==> src/rtl/fifo_pkg.sv <==
// Shared FIFO constants and the pointer-to-occupancy helper used by the
// controller and the 8x8 memory it drives.
package fifo_pkg;

  localparam int FIFO_DEPTH    = 8;
  localparam int FIFO_ADDR_W   = 3;
  localparam int DATA_W        = 8;
  localparam int FIFO_AF_LEVEL = 6;
  localparam int FIFO_AE_LEVEL = 2;

  typedef logic [FIFO_ADDR_W:0] ptr_t;

  // Pointers carry one extra wrap bit, so plain modular subtraction yields 0..DEPTH.
  function automatic ptr_t fifo_count(input ptr_t wr_ptr, input ptr_t rd_ptr);
    return wr_ptr - rd_ptr;
  endfunction

endpackage

==> src/rtl/sync_fifo_ctrl_if.sv <==
// Request and status bundle between a FIFO user and sync_fifo_ctrl.
interface sync_fifo_ctrl_if;
  import fifo_pkg::*;

  logic                   flush_i;
  logic                   wr_en_i;
  logic                   rd_en_i;
  logic                   mem_wr_en_o;
  logic [FIFO_ADDR_W-1:0] mem_wr_addr_o;
  logic                   mem_rd_en_o;
  logic [FIFO_ADDR_W-1:0] mem_rd_addr_o;
  logic                   rd_valid_o;
  logic                   full_o;
  logic                   empty_o;
  logic                   almost_full_o;
  logic                   almost_empty_o;
  logic [FIFO_ADDR_W:0]   count_o;
  logic                   overflow_o;
  logic                   underflow_o;

  modport master (
    output flush_i, wr_en_i, rd_en_i,
    input  mem_wr_en_o, mem_wr_addr_o, mem_rd_en_o, mem_rd_addr_o, rd_valid_o,
    input  full_o, empty_o, almost_full_o, almost_empty_o, count_o,
    input  overflow_o, underflow_o
  );

  modport slave (
    input  flush_i, wr_en_i, rd_en_i,
    output mem_wr_en_o, mem_wr_addr_o, mem_rd_en_o, mem_rd_addr_o, rd_valid_o,
    output full_o, empty_o, almost_full_o, almost_empty_o, count_o,
    output overflow_o, underflow_o
  );

endinterface

==> src/rtl/fifo_ptr.sv <==
// Wrapping FIFO pointer: increments on i_inc, synchronous clear on i_clr.
module fifo_ptr #(
  parameter int W = 4
) (
  input  logic         clk,
  input  logic         rst,
  input  logic         i_inc,
  input  logic         i_clr,
  output logic [W-1:0] o_ptr
);

  logic [W-1:0] r_ptr;

  always_ff @(posedge clk or posedge rst) begin
    if (rst)        r_ptr <= '0;
    else if (i_clr) r_ptr <= '0;
    else if (i_inc) r_ptr <= r_ptr + 1'b1;
  end

  assign o_ptr = r_ptr;

endmodule

==> src/rtl/sync_fifo_ctrl.sv <==
// Single-clock FIFO controller: pointers, status flags, sticky errors and a
// read-valid strobe aligned with the memory's registered read data.
module sync_fifo_ctrl
  import fifo_pkg::*;
#(
  parameter int DEPTH    = FIFO_DEPTH,
  parameter int ADDR_W   = FIFO_ADDR_W,
  parameter int AF_LEVEL = FIFO_AF_LEVEL,
  parameter int AE_LEVEL = FIFO_AE_LEVEL
) (
  input  logic             clk,
  input  logic             rst,
  sync_fifo_ctrl_if.slave  bus
);

  if ((DEPTH != (1 << ADDR_W)) || (DEPTH < 4) || (ADDR_W != FIFO_ADDR_W)) begin : g_bad_cfg
    $error("sync_fifo_ctrl: DEPTH must be 2**ADDR_W, >= 4, and match fifo_pkg");
  end

  logic [ADDR_W:0] w_wr_ptr;
  logic [ADDR_W:0] w_rd_ptr;
  logic [ADDR_W:0] w_count;
  logic            w_full;
  logic            w_empty;
  logic            w_wr_acc;
  logic            w_rd_acc;
  logic            r_rd_valid_p1;
  logic            r_overflow;
  logic            r_underflow;

  // Flags depend only on registered pointers, never on the request inputs.
  assign w_full   = (w_wr_ptr[ADDR_W] != w_rd_ptr[ADDR_W]) &&
                    (w_wr_ptr[ADDR_W-1:0] == w_rd_ptr[ADDR_W-1:0]);
  assign w_empty  = (w_wr_ptr == w_rd_ptr);
  assign w_count  = fifo_count(w_wr_ptr, w_rd_ptr);

  assign w_wr_acc = bus.wr_en_i & ~w_full  & ~bus.flush_i;
  assign w_rd_acc = bus.rd_en_i & ~w_empty & ~bus.flush_i;

  fifo_ptr #(.W(ADDR_W + 1)) u_wr_ptr (
    .clk   (clk),
    .rst   (rst),
    .i_inc (w_wr_acc),
    .i_clr (bus.flush_i),
    .o_ptr (w_wr_ptr)
  );

  fifo_ptr #(.W(ADDR_W + 1)) u_rd_ptr (
    .clk   (clk),
    .rst   (rst),
    .i_inc (w_rd_acc),
    .i_clr (bus.flush_i),
    .o_ptr (w_rd_ptr)
  );

  // p0 -> p1: memory read issued this cycle, data_o valid next cycle
  always_ff @(posedge clk or posedge rst) begin
    if (rst) begin
      r_rd_valid_p1 <= 1'b0;
      r_overflow    <= 1'b0;
      r_underflow   <= 1'b0;
    end else if (bus.flush_i) begin
      r_rd_valid_p1 <= 1'b0;
      r_overflow    <= 1'b0;
      r_underflow   <= 1'b0;
    end else begin
      r_rd_valid_p1 <= w_rd_acc;
      if (bus.wr_en_i && w_full)  r_overflow  <= 1'b1;
      if (bus.rd_en_i && w_empty) r_underflow <= 1'b1;
    end
  end

  assign bus.mem_wr_en_o    = w_wr_acc;
  assign bus.mem_rd_en_o    = w_rd_acc;
  assign bus.mem_wr_addr_o  = w_wr_ptr[ADDR_W-1:0];
  assign bus.mem_rd_addr_o  = w_rd_ptr[ADDR_W-1:0];
  assign bus.rd_valid_o     = r_rd_valid_p1;
  assign bus.full_o         = w_full;
  assign bus.empty_o        = w_empty;
  assign bus.count_o        = w_count;
  assign bus.almost_full_o  = (w_count >= (ADDR_W + 1)'(AF_LEVEL));
  assign bus.almost_empty_o = (w_count <= (ADDR_W + 1)'(AE_LEVEL));
  assign bus.overflow_o     = r_overflow;
  assign bus.underflow_o    = r_underflow;

endmodule

==> src/flat_wrapper.sv <==
// flat-port wrapper written by rule: the top's interface ports become plain ports
module sync_fifo_ctrl_flat import fifo_pkg::*;
#(
  parameter int DEPTH    = FIFO_DEPTH,
  parameter int ADDR_W   = FIFO_ADDR_W,
  parameter int AF_LEVEL = FIFO_AF_LEVEL,
  parameter int AE_LEVEL = FIFO_AE_LEVEL
)
  (clk, rst, bus_flush_i, bus_wr_en_i, bus_rd_en_i, bus_mem_wr_en_o, bus_mem_wr_addr_o, bus_mem_rd_en_o, bus_mem_rd_addr_o, bus_rd_valid_o, bus_full_o, bus_empty_o, bus_almost_full_o, bus_almost_empty_o, bus_count_o, bus_overflow_o, bus_underflow_o);
  sync_fifo_ctrl_if bus_i ();
  input  logic clk;
  input  logic rst;
  input wire logic [$bits(bus_i.flush_i)-1:0] bus_flush_i;
  input wire logic [$bits(bus_i.wr_en_i)-1:0] bus_wr_en_i;
  input wire logic [$bits(bus_i.rd_en_i)-1:0] bus_rd_en_i;
  output wire logic [$bits(bus_i.mem_wr_en_o)-1:0] bus_mem_wr_en_o;
  output wire logic [$bits(bus_i.mem_wr_addr_o)-1:0] bus_mem_wr_addr_o;
  output wire logic [$bits(bus_i.mem_rd_en_o)-1:0] bus_mem_rd_en_o;
  output wire logic [$bits(bus_i.mem_rd_addr_o)-1:0] bus_mem_rd_addr_o;
  output wire logic [$bits(bus_i.rd_valid_o)-1:0] bus_rd_valid_o;
  output wire logic [$bits(bus_i.full_o)-1:0] bus_full_o;
  output wire logic [$bits(bus_i.empty_o)-1:0] bus_empty_o;
  output wire logic [$bits(bus_i.almost_full_o)-1:0] bus_almost_full_o;
  output wire logic [$bits(bus_i.almost_empty_o)-1:0] bus_almost_empty_o;
  output wire logic [$bits(bus_i.count_o)-1:0] bus_count_o;
  output wire logic [$bits(bus_i.overflow_o)-1:0] bus_overflow_o;
  output wire logic [$bits(bus_i.underflow_o)-1:0] bus_underflow_o;
  assign bus_i.flush_i = bus_flush_i;
  assign bus_i.wr_en_i = bus_wr_en_i;
  assign bus_i.rd_en_i = bus_rd_en_i;
  assign bus_mem_wr_en_o = bus_i.mem_wr_en_o;
  assign bus_mem_wr_addr_o = bus_i.mem_wr_addr_o;
  assign bus_mem_rd_en_o = bus_i.mem_rd_en_o;
  assign bus_mem_rd_addr_o = bus_i.mem_rd_addr_o;
  assign bus_rd_valid_o = bus_i.rd_valid_o;
  assign bus_full_o = bus_i.full_o;
  assign bus_empty_o = bus_i.empty_o;
  assign bus_almost_full_o = bus_i.almost_full_o;
  assign bus_almost_empty_o = bus_i.almost_empty_o;
  assign bus_count_o = bus_i.count_o;
  assign bus_overflow_o = bus_i.overflow_o;
  assign bus_underflow_o = bus_i.underflow_o;
  sync_fifo_ctrl #(.DEPTH(DEPTH), .ADDR_W(ADDR_W), .AF_LEVEL(AF_LEVEL), .AE_LEVEL(AE_LEVEL)) u_core (.clk(clk), .rst(rst), .bus(bus_i));
endmodule
==> config.mk <==
export PLATFORM = sky130hd
export DESIGN_NAME = sync_fifo_ctrl_flat
export DESIGN_NICKNAME = d
export VERILOG_FILES = /design/src/rtl/fifo_pkg.sv /design/src/rtl/sync_fifo_ctrl_if.sv /design/src/rtl/fifo_ptr.sv /design/src/rtl/sync_fifo_ctrl.sv /design/src/flat_wrapper.sv
export SDC_FILE = /design/constraint.sdc
export NUM_CORES = 1
export LEC_CHECK = 0
export ABC_AREA = 1
export ABC_CLOCK_PERIOD_IN_PS = 4880
export BUFFER_PORTS_ARGS = -buffer_cell sky130_fd_sc_hd__buf_2
export CORE_UTILIZATION = 37
export CTS_BUF_LIST = sky130_fd_sc_hd__clkbuf_4 sky130_fd_sc_hd__clkbuf_8
export DETAILED_ROUTE_END_ITERATION = 12
export GPL_ROUTABILITY_DRIVEN = 0
export HOLD_SLACK_MARGIN = 0.05
export PLACE_DENSITY = 0.73
export SYNTH_ARGS = -nofsm -noshare
export SYNTH_HDL_FRONTEND = slang
export SYNTH_HIERARCHICAL = 1
export SYNTH_SLANG_ARGS = --single-unit
==> constraint.sdc <==
create_clock -name clk -period 4.88 [get_ports clk]
set_clock_uncertainty 0.2 [all_clocks]
set_input_delay 0.488 -clock clk [delete_from_list [all_inputs] [get_ports clk]]
set_output_delay 0.488 -clock clk [all_outputs]
set_load 0.02 [all_outputs]
==> flow_metrics.tcl <==
set metrics [dict create \
    status "finished, final reports clean" \
    vias 631 \
    critPathBufInv 3 \
    holdPathEnd "u_core/bus.overflow_o$_DFFE_PP0P_" \
    yosys.area.top_type "dfrtp_1" \
    irDropWorstVdd_mv 0.1361 \
    die_w_um 45.29 \
    grt_pass1_wl_um 2111 \
    drv_slew 0 \
    crit_chain "inv_1, ha_1, fa_1, xnor2_1, inv_1, o21ai_0, nor2_1, buf_2" \
    setup_viol 0 \
    cts.clk_slew.worst_paths_ns 0.07 \
    max_stage_delay_ns 0.41 \
    min_path_cells 3 \
    min_period_ns 2.673 \
    slew-limit-headroom_pct 66.87 \
    drcViolationCount 0 \
    final_cell_area_um2 879.6 \
    cp_max_fo 5 \
    rows 15 \
    place_area_um2 839.6 \
    finalSetupTns_ns 0 \
    min-delay-path-class "in2reg" \
    area_growth_pct 26.90 \
    min-delay-start "bus_wr_en_i" \
    clk_latency_ns 0.28 \
    pre_cts_ws_ns 2.485 \
    dieArea_um2 2051 \
    p_int_w 0.0001609 \
    arrival_ns 1.99 \
    clkSinkCount 11 \
    cts_root_buf "clkbuf_4" \
    layout.nets 136 \
    io_pins 24 \
    cts-buffers-inserted 3 \
    seq_area_frac_synth_pct 39.71 \
    cts_max_level 1 \
    p_leak_nw 0.5289 \
    start_util_pct 39.71 \
    hpwlAfterDp_um 1216 \
    clockBufferDepth 2 \
    die_h_um 45.29 \
    hold_viol 0 \
    portBuffers 23 \
    drive_gt1_share_pct 26.61 \
    synth_area_per_cell_um2 7.220 \
    routed_via_density 4.235 \
    synth.area.top_cells "dfrtp_1 40%, nand2_1 13%, inv_1 11%" \
    r2r-start "u_core/u_wr_ptr/o_ptr[0]$_DFFE_PP0P_" \
    drtPass1Iterations 4 \
    r2r_slack_ns 2.78 \
    dp.cells 144 \
    wl_per_cell_um 9.718 \
    critical_path_required_ns 4.19 \
    synth-seq-cells 11 \
    grt_max_degree 9 \
    overflow 0 \
    p_seq_share_pct 40.0 \
    reg2reg_to "u_core/u_rd_ptr/o_ptr[3]$_DFFE_PP0P_" \
    worst_pin_slew_ns 0.4951 \
    yosysTopAreaCellShare_pct 39.71 \
    startpoint_type "flip-flop" \
    cts_setup_buffers 0 \
    fin_ws_ns 2.207 \
    p_comb_share_pct 32.7 \
    fmax_ghz 0.3741 \
    crit_slowest_cell "dfrtp_1" \
    synthesis.area_um2 693.2 \
    worst_path_most_repeated_cell "inv_1" \
    power.density_nw_per_um2 284.9 \
    synth_cells 96 \
    clkPwrFrac_pct 27.3 \
    r2r_cells 10 \
    cts_tree "built" \
    cp_top_family "adder cells" \
    first_global_vias 512 \
    grt_antenna_before_repair 0 \
    finalWirelength_um 1448 \
    core_um2 1745 \
    post-route-period-util_pct 54.78 \
    ant_nets 0 \
    worst_hold_slack_ns 0.2666 \
    ys_types 12 \
    netSwitchingPower_w 0.00008974 \
    n_antenna_cell 0 \
    max-cap-violations 0 \
    synthesis.nets 107 \
    yosys_warnings 6 \
    track_usage_pct 14.61 \
    final_cells 149 \
    switching_share_pct 35.81 \
    rsz0062_at_grt "no" \
    critPathKind "reg2out" \
    fillerInstances 183 \
    cp-end-kind "output pin" \
    drtIter0Drc 6 \
]
## layer usage
layer | vias up | wire length, um | GRT usage (%)
met2 | 13 | 706 | 24.64
met1 | 265 | 678 | 17.93
li1 | 350 | - | -
met3 | 3 | 32 | 1.200
met4 | 0 | 30 | 9.091
met5 | - | 0 | 0
## cell type report
class | instances | area, um2 | share of cell area [%]
clock buffers | 4 | 30.03 | 3.414
inverters | 20 | 75.07 | 8.535
multi-input cells | 65 | 342.8 | 38.98
repair buffers | 24 | 125.1 | 14.22
well taps | 25 | 31.28 | 3.556
flip-flops and latches | 11 | 275.3 | 31.29
## worst max-delay path by stage
| stage | slack (ns) | start | depth (start not counted) | endpoint |
|---|---|---|---|---|
| floorplan | 2.26 | u_core/u_wr_ptr/o_ptr[0]$_DFFE_PP0P_ | 6 | bus_almost_full_o |
| global placement | 2.56 | u_core/u_wr_ptr/o_ptr[0]$_DFFE_PP0P_ | 8 | bus_almost_empty_o |
| detailed placement | 2.49 | u_core/u_wr_ptr/o_ptr[0]$_DFFE_PP0P_ | 8 | bus_almost_empty_o |
| CTS | 2.17 | u_core/u_wr_ptr/o_ptr[0]$_DFFE_PP0P_ | 8 | bus_almost_empty_o |
| global route | 2.07 | u_core/u_wr_ptr/o_ptr[0]$_DFFE_PP0P_ | 8 | bus_almost_empty_o |
| finish | 2.21 | u_core/u_wr_ptr/o_ptr[0]$_DFFE_PP0P_ | 8 | bus_almost_empty_o |
## logic make-up after synthesis
family,count (synthesis),synth area share [%]
AO/OA/AOI/OAI,8,5.775
XOR/XNOR,1,1.264
adder cells (fa/ha/maj),6,11.91
buffers and inverters,20,10.83
flip-flops,11,39.71
AND/OR/NAND/NOR,50,30.51
## power groups by stage
| stage | Sequential [W] | Clock (W) | Combinational, W |
|---|---|---|---|
| after floorplan | 0.000107 | 0 | 0.0000508 |
| after global placement | 0.000102 | 0 | 0.0000802 |
| after detailed placement | 0.000102 | 0 | 0.0000822 |
| after CTS | 0.000100 | 0.0000696 | 0.0000830 |
| after global routing | 0.000101 | 0.0000739 | 0.0000905 |
| final | 0.000100 | 0.0000683 | 0.0000820 |
## synth_stat cells
cell type / instances
a21oi_1: 5
dfrtp_1: 11
fa_1: 1
ha_1: 5
inv_1: 20
nand2_1: 24
nand2_2: 2
nand3_1: 7
nor2_1: 13
nor2_2: 4
o21ai_0: 3
xnor2_1: 1
## through the flow
| step | power (W) | utilization, % |
|---|---|---|
| 4_1_cts | 0.0002531 | 50.39 |
| 3_5_place_dp | 0.0001844 | 48.10 |
| 5_1_grt | 0.0002656 | 50.39 |
| 2_1_floorplan | 0.0001579 | - |
| 6_report | 0.0002506 | 50.39 |
| 3_3_place_gp | 0.0001821 | 48.10 |
## cell usage in the layout, fill, tap and decap left out
master and n:
clkbuf_4 4, buf_2 23, ha_1 5, dfrtp_1 11, nand2_2 2, nand2_1 24
o21ai_0 3, a21oi_1 5, dlygate4sd3_1 1, nor2_1 13, inv_1 20, nand3_1 7
nor2_2 4, fa_1 1, xnor2_1 1
## sequential cells by signal (all words and copies together) (netlist names)
| register | count |
|---|---|
| u_core/bus.rd_valid_o | 1 |
| u_core/u_rd_ptr/o_ptr | 4 |
| u_core/bus.underflow_o | 1 |
| u_core/bus.overflow_o | 1 |
| u_core/u_wr_ptr/o_ptr | 4 |
## tightest hold or removal path: cells and delay by family
family        cells  cell delay (ns)
simple gates      2             0.13
buf+inv           1             0.08
## timing repair
item                                    4_1_cts  5_1_grt
gates resized for setup                       0        0
endpoints found under the setup margin        0        0
hold buffers                                  1        0
hold endpoints to repair                     11        0
Power figures use the tool's default switching activity.
